===== src/rtl/regfile_ctrl_pkg.sv =====
// Shared constants and types for the register-bank write-port controller.
package regfile_ctrl_pkg;
    localparam int NUM_REGS = 32;
    localparam int ADDR_W   = 5;
    localparam int DATA_W   = 32;
    localparam int CNT_W    = ADDR_W + 1;
    localparam int BANK_AW  = 32;

    typedef enum logic {INIT, RUN} state_t;
endpackage


===== src/rtl/regfile_ctrl_rr_arbiter2.sv =====
// Two-requester round-robin arbiter: a lone request wins outright, and a tie goes
// to whichever requester was not granted last.
module rr_arbiter2 (
    input  logic clock,
    input  logic reset,
    input  logic en,
    input  logic req_a,
    input  logic req_b,
    output logic gnt_a,
    output logic gnt_b
);
    logic prio_b;

    always_comb begin
        gnt_a = en & req_a & (~req_b | ~prio_b);
        gnt_b = en & req_b & (~req_a | prio_b);
    end

    // NOTE: sequential state uses non-blocking assignments only, so every flop samples pre-edge values.
    always_ff @(posedge clock or negedge reset) begin
        if (!reset)     prio_b <= 1'b0;
        else if (gnt_a) prio_b <= 1'b1;
        else if (gnt_b) prio_b <= 1'b0;
    end
endmodule


===== src/rtl/regfile_ctrl.sv =====
// Write-port controller for the register bank: post-reset clear sweep, A/B writeback
// arbitration and a RAW scoreboard. Define REGFILE_CTRL_BYPASS_EN to add the bypass outputs.
module regfile_ctrl
    import regfile_ctrl_pkg::*;
(
    input  logic               clock,
    input  logic               reset,
    input  logic               a_valid,
    input  logic [ADDR_W-1:0]  a_addr,
    input  logic [DATA_W-1:0]  a_data,
    output logic               a_ready,
    input  logic               b_valid,
    input  logic [ADDR_W-1:0]  b_addr,
    input  logic [DATA_W-1:0]  b_data,
    output logic               b_ready,
    input  logic               issue_valid,
    input  logic [ADDR_W-1:0]  issue_addr,
    input  logic [ADDR_W-1:0]  rd_addra,
    input  logic [ADDR_W-1:0]  rd_addrb,
    output logic               hazard_a,
    output logic               hazard_b,
`ifdef REGFILE_CTRL_BYPASS_EN
    output logic               byp_a_valid,
    output logic [DATA_W-1:0]  byp_a_data,
    output logic               byp_b_valid,
    output logic [DATA_W-1:0]  byp_b_data,
`endif
    output logic               enc,
    output logic [BANK_AW-1:0] addrc,
    output logic [DATA_W-1:0]  datac,
    output logic               init_done
);
    state_t              state, state_nxt;
    logic [CNT_W-1:0]    sweep_cnt;
    logic                sweep_last;
    logic [ADDR_W-1:0]   waddr;
    logic [NUM_REGS-1:0] pending;
    logic                gnt_a, gnt_b;
    logic                win_valid;
    logic [ADDR_W-1:0]   win_addr;
    logic [DATA_W-1:0]   win_data;

    // sweep_cnt reaches NUM_REGS while the last register's clear is on the port.
    assign sweep_last = (sweep_cnt == CNT_W'(NUM_REGS));
    assign addrc      = {{(BANK_AW-ADDR_W){1'b0}}, waddr};

    rr_arbiter2 u_arb (
        .clock (clock),
        .reset (reset),
        .en    (state == RUN),
        .req_a (a_valid),
        .req_b (b_valid),
        .gnt_a (gnt_a),
        .gnt_b (gnt_b)
    );

    always_ff @(posedge clock or negedge reset) begin
        if (!reset) state <= INIT;
        else        state <= state_nxt;
    end

    // NOTE: every signal written in always_comb gets a default first, so no latch can be inferred.
    always_comb begin
        state_nxt = state;
        if (state == INIT && sweep_last) state_nxt = RUN;
    end

    always_comb begin
        init_done = (state == RUN);
        a_ready   = gnt_a;
        b_ready   = gnt_b;
        win_valid = gnt_a | gnt_b;
        win_addr  = gnt_a ? a_addr : b_addr;
        win_data  = gnt_a ? a_data : b_data;
    end

    always_ff @(posedge clock or negedge reset) begin
        if (!reset) begin
            enc       <= 1'b0;
            waddr     <= '0;
            datac     <= '0;
            sweep_cnt <= '0;
        end else if (state == INIT) begin
            enc <= ~sweep_last;
            if (!sweep_last) begin
                waddr     <= sweep_cnt[ADDR_W-1:0];
                datac     <= '0;
                sweep_cnt <= sweep_cnt + 1'b1;
            end
        end else begin
            // Writes to register 0 are accepted but never reach the bank.
            enc <= win_valid & (win_addr != '0);
            if (win_valid) begin
                waddr <= win_addr;
                datac <= win_data;
            end
        end
    end

    // NOTE: the scoreboard is a flop vector, not a RAM, so it is reset like any other state.
    always_ff @(posedge clock or negedge reset) begin
        if (!reset) begin
            pending <= '0;
        end else begin
            if (enc) pending[waddr] <= 1'b0;
            // Later assignment wins, so a same-edge issue keeps the bit set.
            if (state == RUN && issue_valid && issue_addr != '0)
                pending[issue_addr] <= 1'b1;
        end
    end

`ifdef REGFILE_CTRL_BYPASS_EN
    always_comb begin
        byp_a_valid = enc & (waddr == rd_addra) & (rd_addra != '0);
        byp_b_valid = enc & (waddr == rd_addrb) & (rd_addrb != '0);
        byp_a_data  = datac;
        byp_b_data  = datac;
        hazard_a    = ((state == INIT) | (pending[rd_addra] & (rd_addra != '0))) & ~byp_a_valid;
        hazard_b    = ((state == INIT) | (pending[rd_addrb] & (rd_addrb != '0))) & ~byp_b_valid;
    end
`else
    always_comb begin
        hazard_a = (state == INIT) | (pending[rd_addra] & (rd_addra != '0));
        hazard_b = (state == INIT) | (pending[rd_addrb] & (rd_addrb != '0));
    end
`endif
endmodule


===== config.mk =====
export PLATFORM = sky130hd
export DESIGN_NAME = regfile_ctrl
export DESIGN_NICKNAME = d
export VERILOG_FILES = /design/src/rtl/regfile_ctrl_pkg.sv /design/src/rtl/regfile_ctrl_rr_arbiter2.sv /design/src/rtl/regfile_ctrl.sv
export SDC_FILE = /design/constraint.sdc
export NUM_CORES = 1
export LEC_CHECK = 0
export ABC_AREA = 1
export BUFFER_PORTS_ARGS = -buffer_cell sky130_fd_sc_hd__buf_2
export CAP_MARGIN = 10
export CORE_UTILIZATION = 46
export CTS_CLUSTER_SIZE = 14
export DETAILED_ROUTE_END_ITERATION = 6
export PLACE_DENSITY = 0.89
export SKIP_CTS_REPAIR_TIMING = 1
export SLEW_MARGIN = 0
export SYNTH_ARGS = -nofsm -noshare
export SYNTH_HDL_FRONTEND = slang
export SYNTH_SLANG_ARGS = --single-unit

===== constraint.sdc =====
create_clock -name clock -period 1.4 [get_ports clock]
set_input_delay 0.07 -clock clock [delete_from_list [all_inputs] [get_ports clock]]
set_output_delay 0.07 -clock clock [all_outputs]
set_load 0.01 [all_outputs]

==> results.txt, run 1 <==
- Total wire length after detailed routing: approximately 15,000 µm
* Minimum period implied by the final worst setup slack: around 1.6 ns
- The number of global-route vias before repair came to 4,474.
- The Yosys step of the flow raised 0 warnings.
- The number of antenna diodes in the final layout is 0.
* Setup violation total in the final timing report: 41
- The analysis attributes to net switching a power of ~2.5 mW.
- Placer's final routability congestion estimate: ~0.93
- Worst setup slack after layout: -0.1665 ns
* Latest clock arrival within the worst-skew pair: roughly 0.36 ns
- The critical path is of the flop to output port type.
- Sw frac: 0.3644
- Reg power frac: 0.427
- Smallest hold slack: 0.01366 ns
- In this run the worst hold path is classified as primary input to flop.
- Floorplan row count: 36
* Run status: finished, violations left
- Seq cells post-synth: between 70 and 80
* Die Y-Extent: around 100 µm
- Global route overflow: 0
- Of the available clock period, the critical path in the final layout requires 1.119.
- The number of clock buffers added by TritonCTS is 9.
* Comb power frac: 0.317
- For this run, the register share of the synthesized area comes to 0.4086.
- After the last flow step, the layout net total stands at between 900 and 1k.
* Synthesized area per cell: around 7.3 µm²
- In the final routed layout, each cell accounts on average for 15.58 µm.
- The detail route stage leaves a number of antenna-violating nets equal to 0.
- The die is a little over 100 µm wide.
* Instance area after placement: approximately 5600 µm²
- The number of slew-limit violations in the final report came to 0.
- The library cell used most frequently in the layout, excluding fill and tap cells, is sky130_fd_sc_hd__nand2_1.
- Compared with the post-synthesis result, the final layout area differs by 35.02%.
- Counting every sink on the clock net gives between 70 and 80.
- Required arrival time at the worst endpoint: 1.33 ns
- Unique cell type count in the Yosys netlist: 33
- Htree depth: 3
* Commonest non-fill, non-tap cells in the layout: sky130_fd_sc_hd__nand2_1 (165), sky130_fd_sc_hd__buf_2 (134), sky130_fd_sc_hd__dfrtp_1 (77), sky130_fd_sc_hd__o21ai_0 (75), sky130_fd_sc_hd__inv_1 (58)
- Detailed Routing Iterations Pass 1: 6
- I/O pin count: ~160
* Total design power: 6.816 mW
- Adding up every negative setup slack in the final design gives -3.127 ns.
- Clock skew on the completed layout was measured at roughly 0.015 ns.
* TritonCTS clock tree: yes
- STA classifies the critical path endpoint as an output port.
- In the routed design, unresolved DRC markers number 0.
* Launching element type of the critical path: flop
- Initial cell density of the core: 0.4821
* Post-CTS clock slew at the launch and capture registers of the worst setup and hold paths: around 0.08 ns
- Critical path peak fanout: 3
- For this run, the share of the core covered by cells in the final layout is 0.6509.
- Area of the placeable core: around 10000 µm²
* Leakage power: approximately 3.2 nW
* Internal power of the cells: between 4 and 5 mW
* Cell chosen for the clock root: sky130_fd_sc_hd__clkbuf_8
* Setup repair after global routing missed its margin: yes
* Count of final hold-check violations: 0
- Starting DRT DRC Count: approximately 360
- Maximum number of pins on one net before global-route repair: 79
- Of the total power, the clock network draws 0.256.
- Number of antenna violations at the first check in global routing: 0
- Vias/cell: around 5.3
* Overall die area: around 11,000 µm²
* Mapped cell area: about 4800 µm²
* Violations in the final reports: negative setup slack
* Total number of vias: around 5.1k
- The HPWL after detailed placement is ~9400 µm.
- The worst-case IR drop observed on VDD is roughly 0.73 mV.
- Placed cell count: 918
- The first global-routing pass estimated between 20,000 and 25,000 µm of wire.
- Count of buffers inserted at the top-level ports: around 140
* Ratio of total power to cell area: 1057 nW/µm²
* Setup slack after placement: -0.1121 ns
- Across every metal layer, demand over resource in global routing totals 0.2374.
- In the synthesized netlist, the number of instances is 650.
- Final instance count without filler cells: approximately 950
- Data on the critical path arrives at its endpoint at 1.50 ns.
- Max-cap check violation count: 0
- Share of post-route cells with drive strength above 1: 0.3529
- The clock passes through at most 2 buffers.
* Achievable clock frequency: between 600 and 700 MHz
- Once layout is done, the placed cells without fillers occupy about 6400 µm².
-- synthesized netlist by cell type --
library cell / count / area share
sky130_fd_sc_hd__o21ai_1: 5 / 0.0052
sky130_fd_sc_hd__nand3_1: 52 / 0.054
sky130_fd_sc_hd__nand2_4: 1 / 0.0024
sky130_fd_sc_hd__clkbuf_1: 7 / 0.0055
sky130_fd_sc_hd__a21oi_1: 14 / 0.015
sky130_fd_sc_hd__nor3_2: 1 / 0.0021
sky130_fd_sc_hd__nand2_1: 168 / 0.13
sky130_fd_sc_hd__conb_1: 1 / 0.00078
sky130_fd_sc_hd__buf_4: 29 / 0.046
sky130_fd_sc_hd__a21oi_2: 21 / 0.039
sky130_fd_sc_hd__xnor2_1: 2 / 0.0037
sky130_fd_sc_hd__inv_1: 64 / 0.050
sky130_fd_sc_hd__nand3_4: 1 / 0.0037
sky130_fd_sc_hd__ha_1: 2 / 0.0052
sky130_fd_sc_hd__buf_8: 1 / 0.0031
sky130_fd_sc_hd__buf_6: 5 / 0.012
sky130_fd_sc_hd__o21ai_0: 101 / 0.11
sky130_fd_sc_hd__xor2_1: 3 / 0.0055
sky130_fd_sc_hd__a21boi_0: 1 / 0.0016
sky130_fd_sc_hd__nor2_2: 10 / 0.013
sky130_fd_sc_hd__nand2_2: 1 / 0.0013
sky130_fd_sc_hd__inv_2: 1 / 0.00078
sky130_fd_sc_hd__clkinv_1: 1 / 0.00078
sky130_fd_sc_hd__or2_2: 3 / 0.0039
sky130_fd_sc_hd__nand3_2: 1 / 0.0021
sky130_fd_sc_hd__o211ai_1: 12 / 0.019
sky130_fd_sc_hd__buf_2: 12 / 0.013
sky130_fd_sc_hd__dfrtp_1: 78 / 0.41
sky130_fd_sc_hd__nor3_1: 10 / 0.010
sky130_fd_sc_hd__nor2_1: 39 / 0.031
sky130_fd_sc_hd__a31oi_1: 1 / 0.0013
sky130_fd_sc_hd__a31oi_2: 1 / 0.0026
sky130_fd_sc_hd__clkbuf_2: 1 / 0.0010
-- worst max-delay path, stage by stage (launching register included) --
cell                       delay [ns]
sky130_fd_sc_hd__dfrtp_1         0.41
sky130_fd_sc_hd__o211ai_1        0.21
sky130_fd_sc_hd__nand3_1         0.12
sky130_fd_sc_hd__nand3_1         0.10
sky130_fd_sc_hd__nand2_1         0.06
sky130_fd_sc_hd__nand2_1         0.05
sky130_fd_sc_hd__nand3_1         0.06
sky130_fd_sc_hd__buf_2           0.14
-- power groups by stage --
stage                     registers [mW]  logic, mW  clock network (mW)
after CTS                           2.82       1.70                1.74
final                               2.91       2.16                1.75
after detailed placement            2.86       1.70                   0
after global routing                2.95       2.37                1.84
after floorplan                     2.90       1.04                   0
after global placement              2.85       1.65                   0
-- per-layer routing --
metal  wire [µm]  vias to the layer above  global-route usage
met5           0                        -                   0
met4         312                        0             0.06327
met3        1245                       29             0.03885
met2        7516                      324              0.4267
met1        5706                     2334              0.2942
li1            -                     2381                   -
-- state kept, by name, summed over array words and instances (netlist names) --
register	flops
init_done	1
enc	1
sweep_cnt	6
pending	32
datac	32
waddr	5
u_arb.prio_b	1
-- worst paths after layout --
kind | cells past startpoint | slack, ns | endpoint | startpoint
worst max-delay path | 7 | -0.17 | hazard_a | pending[10]$_DFF_PN0_
worst min-delay path | 3 | 0.01 | datac[12]$_DFFE_PN0P_ | a_data[12]
worst max register to register | 8 | -0.13 | datac[27]$_DFFE_PN0P_ | init_done$_DFFE_PN0P_
worst min register to register | 1 | 0.51 | sweep_cnt[5]$_DFFE_PN0P_ | sweep_cnt[5]$_DFFE_PN0P_
max in group asynchronous | 3 | 0.79 | datac[28]$_DFFE_PN0P_ | reset
min in group asynchronous | 3 | 0.25 | datac[11]$_DFFE_PN0P_ | reset
-- area by class of cell --
class	instances	area, µm²
sequential	78	1953
clock inverter	6	70.07
fill	792	3460
inverter	66	250.2
clock buffer	10	127.6
timing repair buffer	178	1251
tap	133	166.4
multi-input combinational	478	2631
-- logic make-up after synthesis --
family                   Yosys count  synth area share
AO/OA/AOI/OAI                    156            0.1886
XOR/XNOR                           5          0.009169
adder cells (fa/ha/maj)            2          0.005238
buffers and inverters            121            0.1315
flip-flops                        78            0.4086
other                              1         0.0007850
AND/OR/NAND/NOR                  287            0.2562
Note: power is estimated with default switching activity, not from simulation.
==> inputs of run 2 (changes only) <==
--- a/config.mk
+++ b/config.mk
@@ -6,12 +6,13 @@
 export NUM_CORES = 1
 export LEC_CHECK = 0
 export ABC_AREA = 1
-export BUFFER_PORTS_ARGS = -buffer_cell sky130_fd_sc_hd__buf_2
 export CAP_MARGIN = 10
-export CORE_UTILIZATION = 46
+export CORE_UTILIZATION = 58
 export CTS_CLUSTER_SIZE = 14
 export DETAILED_ROUTE_END_ITERATION = 6
-export PLACE_DENSITY = 0.89
+export DONT_BUFFER_PORTS = 1
+export HOLD_SLACK_MARGIN = 0.06
+export PLACE_DENSITY = 0.88
 export SKIP_CTS_REPAIR_TIMING = 1
 export SLEW_MARGIN = 0
 export SYNTH_ARGS = -nofsm -noshare
==> results.txt, run 2 (same netlist as run 1, synthesis figures left out) <==
* First-pass GRT wire length: 19,040 µm (-7.9%)
- Broken down by cell family, the worst path's largest delay share belongs to simple AND/OR/NAND/NOR gates.
* Longest Clk Path Bufs: 2 (unchanged)
* DR WL/cell: 23.68 µm (+52%)
- Number of buffers added by the clock tree synthesis step: 9 (unchanged)
- The hold violation count in the final report is 78 (+78).
- The final reports fail on negative hold slack, negative setup slack.
* GRT Total Usage: 0.2811 (+0.04376)
- The worst-case hold slack is -0.6170 ns (-0.6306 ns).
- The worst clock skew is 0.01937 ns (+0.004480 ns).
- Via count of the first global-routing pass: 4,094 (-8.5%)
- Post-CTS clock slew at the launch and capture registers of the worst setup and hold paths: 0.10 ns (+0.02 ns)
- TritonCTS clock tree: yes
* Hold/Removal Path Class: primary input to async pin
- Pins over their slew limit: 0 (unchanged)
* Htree depth: 3 (unchanged)
* Most common library cell in the layout ignoring fill and taps: sky130_fd_sc_hd__nand2_1
- The fraction of final layout cells sized beyond drive strength 1 is 0.2130 (-0.1399).
- Worst-case vdd ir drop: 0.6413 mV (-12%)
- The least setup slack across all paths after layout is -0.4398 ns (-0.2733 ns).
- The number of rows created at floorplan is 32 (-11%).
- The path depth of the worst reg2reg path came to 7 (-1).
* Critical path buffers and inverters: 0 (-1)
* Number of design rule violations left after detail routing: 0 (unchanged)
* Area of the placeable core: 7848 µm² (-21%)
- The slowest stage of the critical path is the sky130_fd_sc_hd__dfrtp_1 cell.
- The growth of design area from synthesis to finish is 35.15% (about the same).
- The first-pass iteration count of the detailed router came to 7 (+1).
- The final-report setup violation count was 76 (+85%).
- Vias/cell: 6.636 (+24%)
- In the layout the commonest cells are sky130_fd_sc_hd__nand2_1 (165), sky130_fd_sc_hd__o21ai_0 (77), sky130_fd_sc_hd__dfrtp_1 (76), sky130_fd_sc_hd__dlygate4sd3_1 (68), sky130_fd_sc_hd__inv_1 (57).
- The reg2reg setup slack came to -0.44 ns (-0.31 ns).
- The critical path ends at waddr[4]$_DFFE_PN0P_.
* Leakage power: 2.996 nW (-6.5%)
- Setup repair after global routing could not meet its margin everywhere.
- Starting DRT DRC Count: 821 (+130%)
* Overall die area: 8603 µm² (-20%)
- The number of port buffers is 0 (-100%).
- I/O pin count: 164 (unchanged)
- Total design power: 7.226 mW (+6.0%)
* Cell count along the critical path: 7 (unchanged)
* Placer's final routability congestion estimate: 0.9164 (-1.5%)
- Tracing the worst setup path back leads to its startpoint at u_arb.prio_b$_DFFE_PN0P_.
- Number of antenna violations at the first check in global routing: 0 (unchanged)
* Regs by FF count: datac (32), pending (32), sweep_cnt (6)
- CTS placed an instance of sky130_fd_sc_hd__clkbuf_8 at the clock tree root.
- The die boundary height was 92.76 µm (-11%).
- Worst path max stage delay: 0.44 ns (+0.03 ns)
- Initial cell density of the core: 0.6087 (+0.1267)
- The detailed placer's ending HPWL was 8794 µm (-6.2%).
* Final period util: 1.314 (+0.1952)
- Startpoint of the lowest-slack register-to-register path: u_arb.prio_b$_DFFE_PN0P_
* CP endpoint kind: flop
* Final core utilization: 0.8227 (+0.1718)
* Maximum number of pins on one net before global-route repair: 79 (unchanged)
- Global route overflow: 0 (unchanged)
- The critical path is of the flop to flop type.
* Ratio of total power to cell area: 1119 nW/µm² (+5.9%)
- Total wire length after detailed routing: 20,250 µm (+37%)
- Achievable clock frequency: 543.5 MHz (-15%)
- The clock net sink count came to 78 (unchanged).
* Max-cap check violation count: 0 (unchanged)
- Traced cell by cell, the critical path runs through nand2_2 > nand3_4 > or2_2 > o21ai_0 > nand2_1 > o211ai_1 > o21ai_2.
- Endpoint of the worst register-to-register path: waddr[4]$_DFFE_PN0P_
- The required time of the worst setup path was 1.63 ns (+0.30 ns).
* Run status: finished, violations left
- For the pin with the worst max-slew slack, the measured transition is roughly 0.55 ns.
* Relative slew margins: 0.6315
- The die outline width came to 92.76 µm (-11%).
- Critical path peak fanout: 7 (+4)
- STA classifies the critical path startpoint as a flop.
- Residual antenna-violating net count after detailed routing: 0 (unchanged)
* Latest clock arrival within the worst-skew pair: 0.37 ns (about the same)
* Final layout net count: 842 (-7.2%)
- The shortest clock period the worst path allows after layout came to 1.840 ns (+0.2733 ns).
* Crit path DAT: 2.07 ns (+0.57 ns)
- Total number of vias: 5,674 (+12%)
run 2: cell count changes in the layout (fill, tap and decap cells not counted), sizes merged, moves of 2 or more:
cell and change:
diode +2, inv -2, buf -129, clkbuf -2, bufinv +2, dlygate4sd3 +67
run 2: report_power, final:
part / internal (mW) / switching, mW / total (mW)
combinational: 0.817 / 1.18 / 1.99
sequential: 2.58 / 0.519 / 3.10
clock: 1.18 / 0.948 / 2.13
total: 4.58 / 2.64 / 7.23
run 2: worst reg2reg max path: cells and delay by family, from the launching register on:
family,cells,cell delay [ns]
flops,1,0.44
compound gates,3,0.50
simple gates,4,0.78
run 2: worst min path at each step:
stage                      from                    end  slack, ns  cells past startpoint
after floorplan           reset   datac[0]$_DFFE_PN0P_      -0.23                      0
after global placement    reset   datac[4]$_DFFE_PN0P_      -0.22                      0
after detailed placement  reset   datac[4]$_DFFE_PN0P_      -0.22                      0
after CTS                 reset  datac[11]$_DFFE_PN0P_      -0.60                      0
after global routing      reset   datac[0]$_DFFE_PN0P_      -0.62                      0
final                     reset   datac[0]$_DFFE_PN0P_      -0.62                      0
run 2: layer usage:
metal  global-route usage  share of wire  vias up
met4               0.1115           0.10        0
met1               0.3511           0.33     2544
met2               0.4778           0.44      644
li1                     -              -     2262
met5                    0              0        -
met3              0.05665           0.13      224
run 2: area by class of cell:
type,instances,area (µm²)
Sequential cell,78,1954
Multi-Input combinational cell,477,2638
Fill cell,382,1391
Antenna cell,2,5.005
Clock inverter,6,110.1
Tap cell,102,127.6
Clock buffer,10,127.6
Inverter,66,252.7
Timing Repair Buffer,114,1241
run 2: through the flow:
step,TNS [ns],setup slack (ns),instance area (µm²),cells
after floorplan,0,0.000005773,4881,676
after global placement,-0.1354,-0.02559,4915,755
after detailed placement,-1.180,-0.08566,4915,755
after CTS,-2.888,-0.1725,5152,771
after global routing,-12.76,-0.4147,6451,853
final,-10.91,-0.4398,6456,855
==> inputs of run 3 (changes only) <==
--- a/config.mk
+++ b/config.mk
@@ -12,6 +12,7 @@
 export DETAILED_ROUTE_END_ITERATION = 6
 export DONT_BUFFER_PORTS = 1
 export HOLD_SLACK_MARGIN = 0.06
+export MAX_ROUTING_LAYER = met4
 export PLACE_DENSITY = 0.88
 export SKIP_CTS_REPAIR_TIMING = 1
 export SLEW_MARGIN = 0
==> results.txt, run 3 (same netlist as run 1, synthesis figures left out) <==
- The run finished, with violations left.
* Violations in the final reports: negative hold slack, negative setup slack
* Number of buffers added by the clock tree synthesis step: 9 (unchanged)
- STA classifies the critical path startpoint as a flop.
* Placer's final routability congestion estimate: 0.9637 (+5.2%)
- For this design, the slowest cell found on the critical path is sky130_fd_sc_hd__dfrtp_2.
- The total power per unit cell area came to 1077 nW/µm² (-3.8%).
- Setup repair after global routing missed its margin: yes
* Register-to-register setup slack: -0.34 ns (+0.10 ns)
- CP endpoint kind: flop
* Detailed Routing Iterations Pass 1: 6 (-1)
* Global route overflow: 0 (unchanged)
* Post-CTS clock slew at the launch and capture registers of the worst setup and hold paths: 0.11 ns (about the same)
- Leakage power: 2.970 nW (-0.87%)
* Setup slack after placement: -0.09888 ns (-0.01322 ns)
- Setup violation total in the final timing report: 73 (-3.9%)
* Count of final hold-check violations: 78 (unchanged)
* Floorplan row count: 32 (unchanged)
* Final core utilization: 0.8179 (-0.004783)
- The worst setup path is of the flop to flop kind.
- Worst Tran Pin Value: 0.5163 ns (-0.03448 ns)
- The post-detailed-routing wire length was 19,700 µm (-2.7%).
* Worst setup slack after layout: -0.3445 ns (+0.09532 ns)
* Share of post-route cells with drive strength above 1: 0.2115 (-0.001537)
* Crit path DAT: 2.01 ns (-0.06 ns)
* First-pass GRT wire length: 18,840 µm (-1.0%)
* Total number of vias: 5,512 (-2.9%)
* Startpoint of the lowest-slack register-to-register path: init_done$_DFFE_PN0P_
- Cell chosen for the clock root: sky130_fd_sc_hd__clkbuf_8
- Commonest non-fill, non-tap cells in the layout: sky130_fd_sc_hd__nand2_1 (164), sky130_fd_sc_hd__o21ai_0 (86), sky130_fd_sc_hd__dfrtp_1 (76), sky130_fd_sc_hd__dlygate4sd3_1 (68), sky130_fd_sc_hd__inv_1 (57)
- Final period util: 1.246 (-0.06809)
* Area of the placeable core: 7848 µm² (unchanged)
- The remaining antenna violation count is 0 (unchanged).
- The average via count per standard cell came to 6.469 (-2.5%).
- DR WL/cell: 23.12 µm (-2.4%)
* TritonCTS clock tree: yes
- The number of top-level design ports came to 164 (unchanged).
* Clk_skew: 0.02404 ns (+0.004665 ns)
* Achievable clock frequency: 573.2 MHz (+5.5%)
- The worst IR drop on VDD is 0.8414 mV (+31%).
- The die boundary height came to 92.76 µm (unchanged).
* Pins over their slew limit: 0 (unchanged)
* Sequential cell area: 1954 µm² (unchanged)
* Hold/Removal Path Class: primary input to async pin
- Longest Clk Path Bufs: 2 (unchanged)
* Minimum period implied by the final worst setup slack: 1.745 ns (-0.09532 ns)
* Chain of cells forming the critical path: nand2_1 > a21oi_2 > nor2_4 > buf_12 > nand2_8 > buf_12 > nor2_4 > a21oi_2
* Finished Cell Area: 6419 µm² (-0.58%)
- Leaving out fill and tap cells, the most frequent cell in the layout is sky130_fd_sc_hd__nand2_1.
- The path depth of the worst reg2reg path was 8 (+1).
- The number of levels the H-tree was split into was 3 (unchanged).
- Relative slew margins: 0.6532 (+0.02169)
- The worst-case hold slack is -0.6357 ns (-0.01877 ns).
- The number of port buffers came to 0 (unchanged).
* Post-detail-place hpwl: 8861 µm (+0.77%)
- In this run the worst setup path terminates at datac[17]$_DFFE_PN0P_.
- Initial cell density of the core: 0.6087 (unchanged)
* Launch point of the critical path: init_done$_DFFE_PN0P_
* Required arrival time at the worst endpoint: 1.67 ns (+0.04 ns)
- The number of fillers in the final layout was 372 (-2.6%).
* Worst path max stage delay: 0.45 ns (about the same)
- The number of global-route vias before repair was 3,990 (-2.5%).
- The DRC violation count after routing was 0 (unchanged).
- The largest registers in the layout are datac (32), pending (32), sweep_cnt (6).
- From synthesis to final layout, the design area changed by 34.36%.
* Max-cap check violation count: 0 (unchanged)
- Overall die area: 8603 µm² (unchanged)
- The pin count of the biggest net entering global routing was 79 (unchanged).
* Endpoint of the worst register-to-register path: datac[17]$_DFFE_PN0P_
- The starting DRC count in detailed routing came to 880 (+7.2%).
- The biggest fanout along the worst timing path was 7 (unchanged).
- The total global-route track usage came to 0.2892 (+0.008104).
- The clock net sink count is 78 (unchanged).
* Area used by multi-input combinational logic: 2691 µm² (+2.0%)
- Width of the chip: 92.76 µm (unchanged)
- Latest clock arrival within the worst-skew pair: 0.38 ns (about the same)
- Number of antenna violations at the first check in global routing: 2 (+2)
* Final layout net count: 838 (-0.48%)
* Instance area after placement: 4867 µm² (-0.97%)
==> run 3: cell type report <==
class / count / share of cell area
tap: 102 / 0.01988
sequential: 78 / 0.3045
inverter: 66 / 0.03899
multi-input combinational: 478 / 0.4193
antenna: 3 / 0.001170
timing repair buffer: 109 / 0.1848
clock inverter: 7 / 0.01209
clock buffer: 9 / 0.01930
==> run 3: metal layers <==
metal | global-route usage | up-vias | wire, µm
met4 | 0.09359 | 0 | 1876
met3 | 0.06322 | 180 | 2345
met2 | 0.4920 | 580 | 8888
met5 | - | - | 0
li1 | - | 2251 | -
met1 | 0.3429 | 2501 | 6587
==> run 3: through the flow <==
stage,setup TNS [ns],std cells,total power [mW]
floorplan,0,676,3.933
finish,-9.496,852,6.912
CTS,-1.711,768,5.905
detailed placement,-0.7626,752,4.199
global route,-14.27,851,7.114
global placement,-0.2660,752,4.131
==> run 3: how the worst min path moves through the flow <==
| stage | startpoint | endpoint |
|---|---|---|
| final | reset | datac[10]$_DFFE_PN0P_ |
| after global routing | reset | datac[17]$_DFFE_PN0P_ |
| after CTS | reset | datac[10]$_DFFE_PN0P_ |
| after detailed placement | reset | datac[4]$_DFFE_PN0P_ |
| after global placement | reset | datac[4]$_DFFE_PN0P_ |
| after floorplan | reset | datac[0]$_DFFE_PN0P_ |
==> run 3: where the power goes <==
part	switching, mW	internal [mW]
logic	1.15	0.803
registers	0.514	2.58
clock network	1.02	0.848
==> run 3: critical path: cells and delay by family, from the launching register on <==
kind | cells | cell delay, ns
flops | 1 | 0.45
compound gates | 2 | 0.53
simple gates | 4 | 0.36
buf+inv | 2 | 0.30
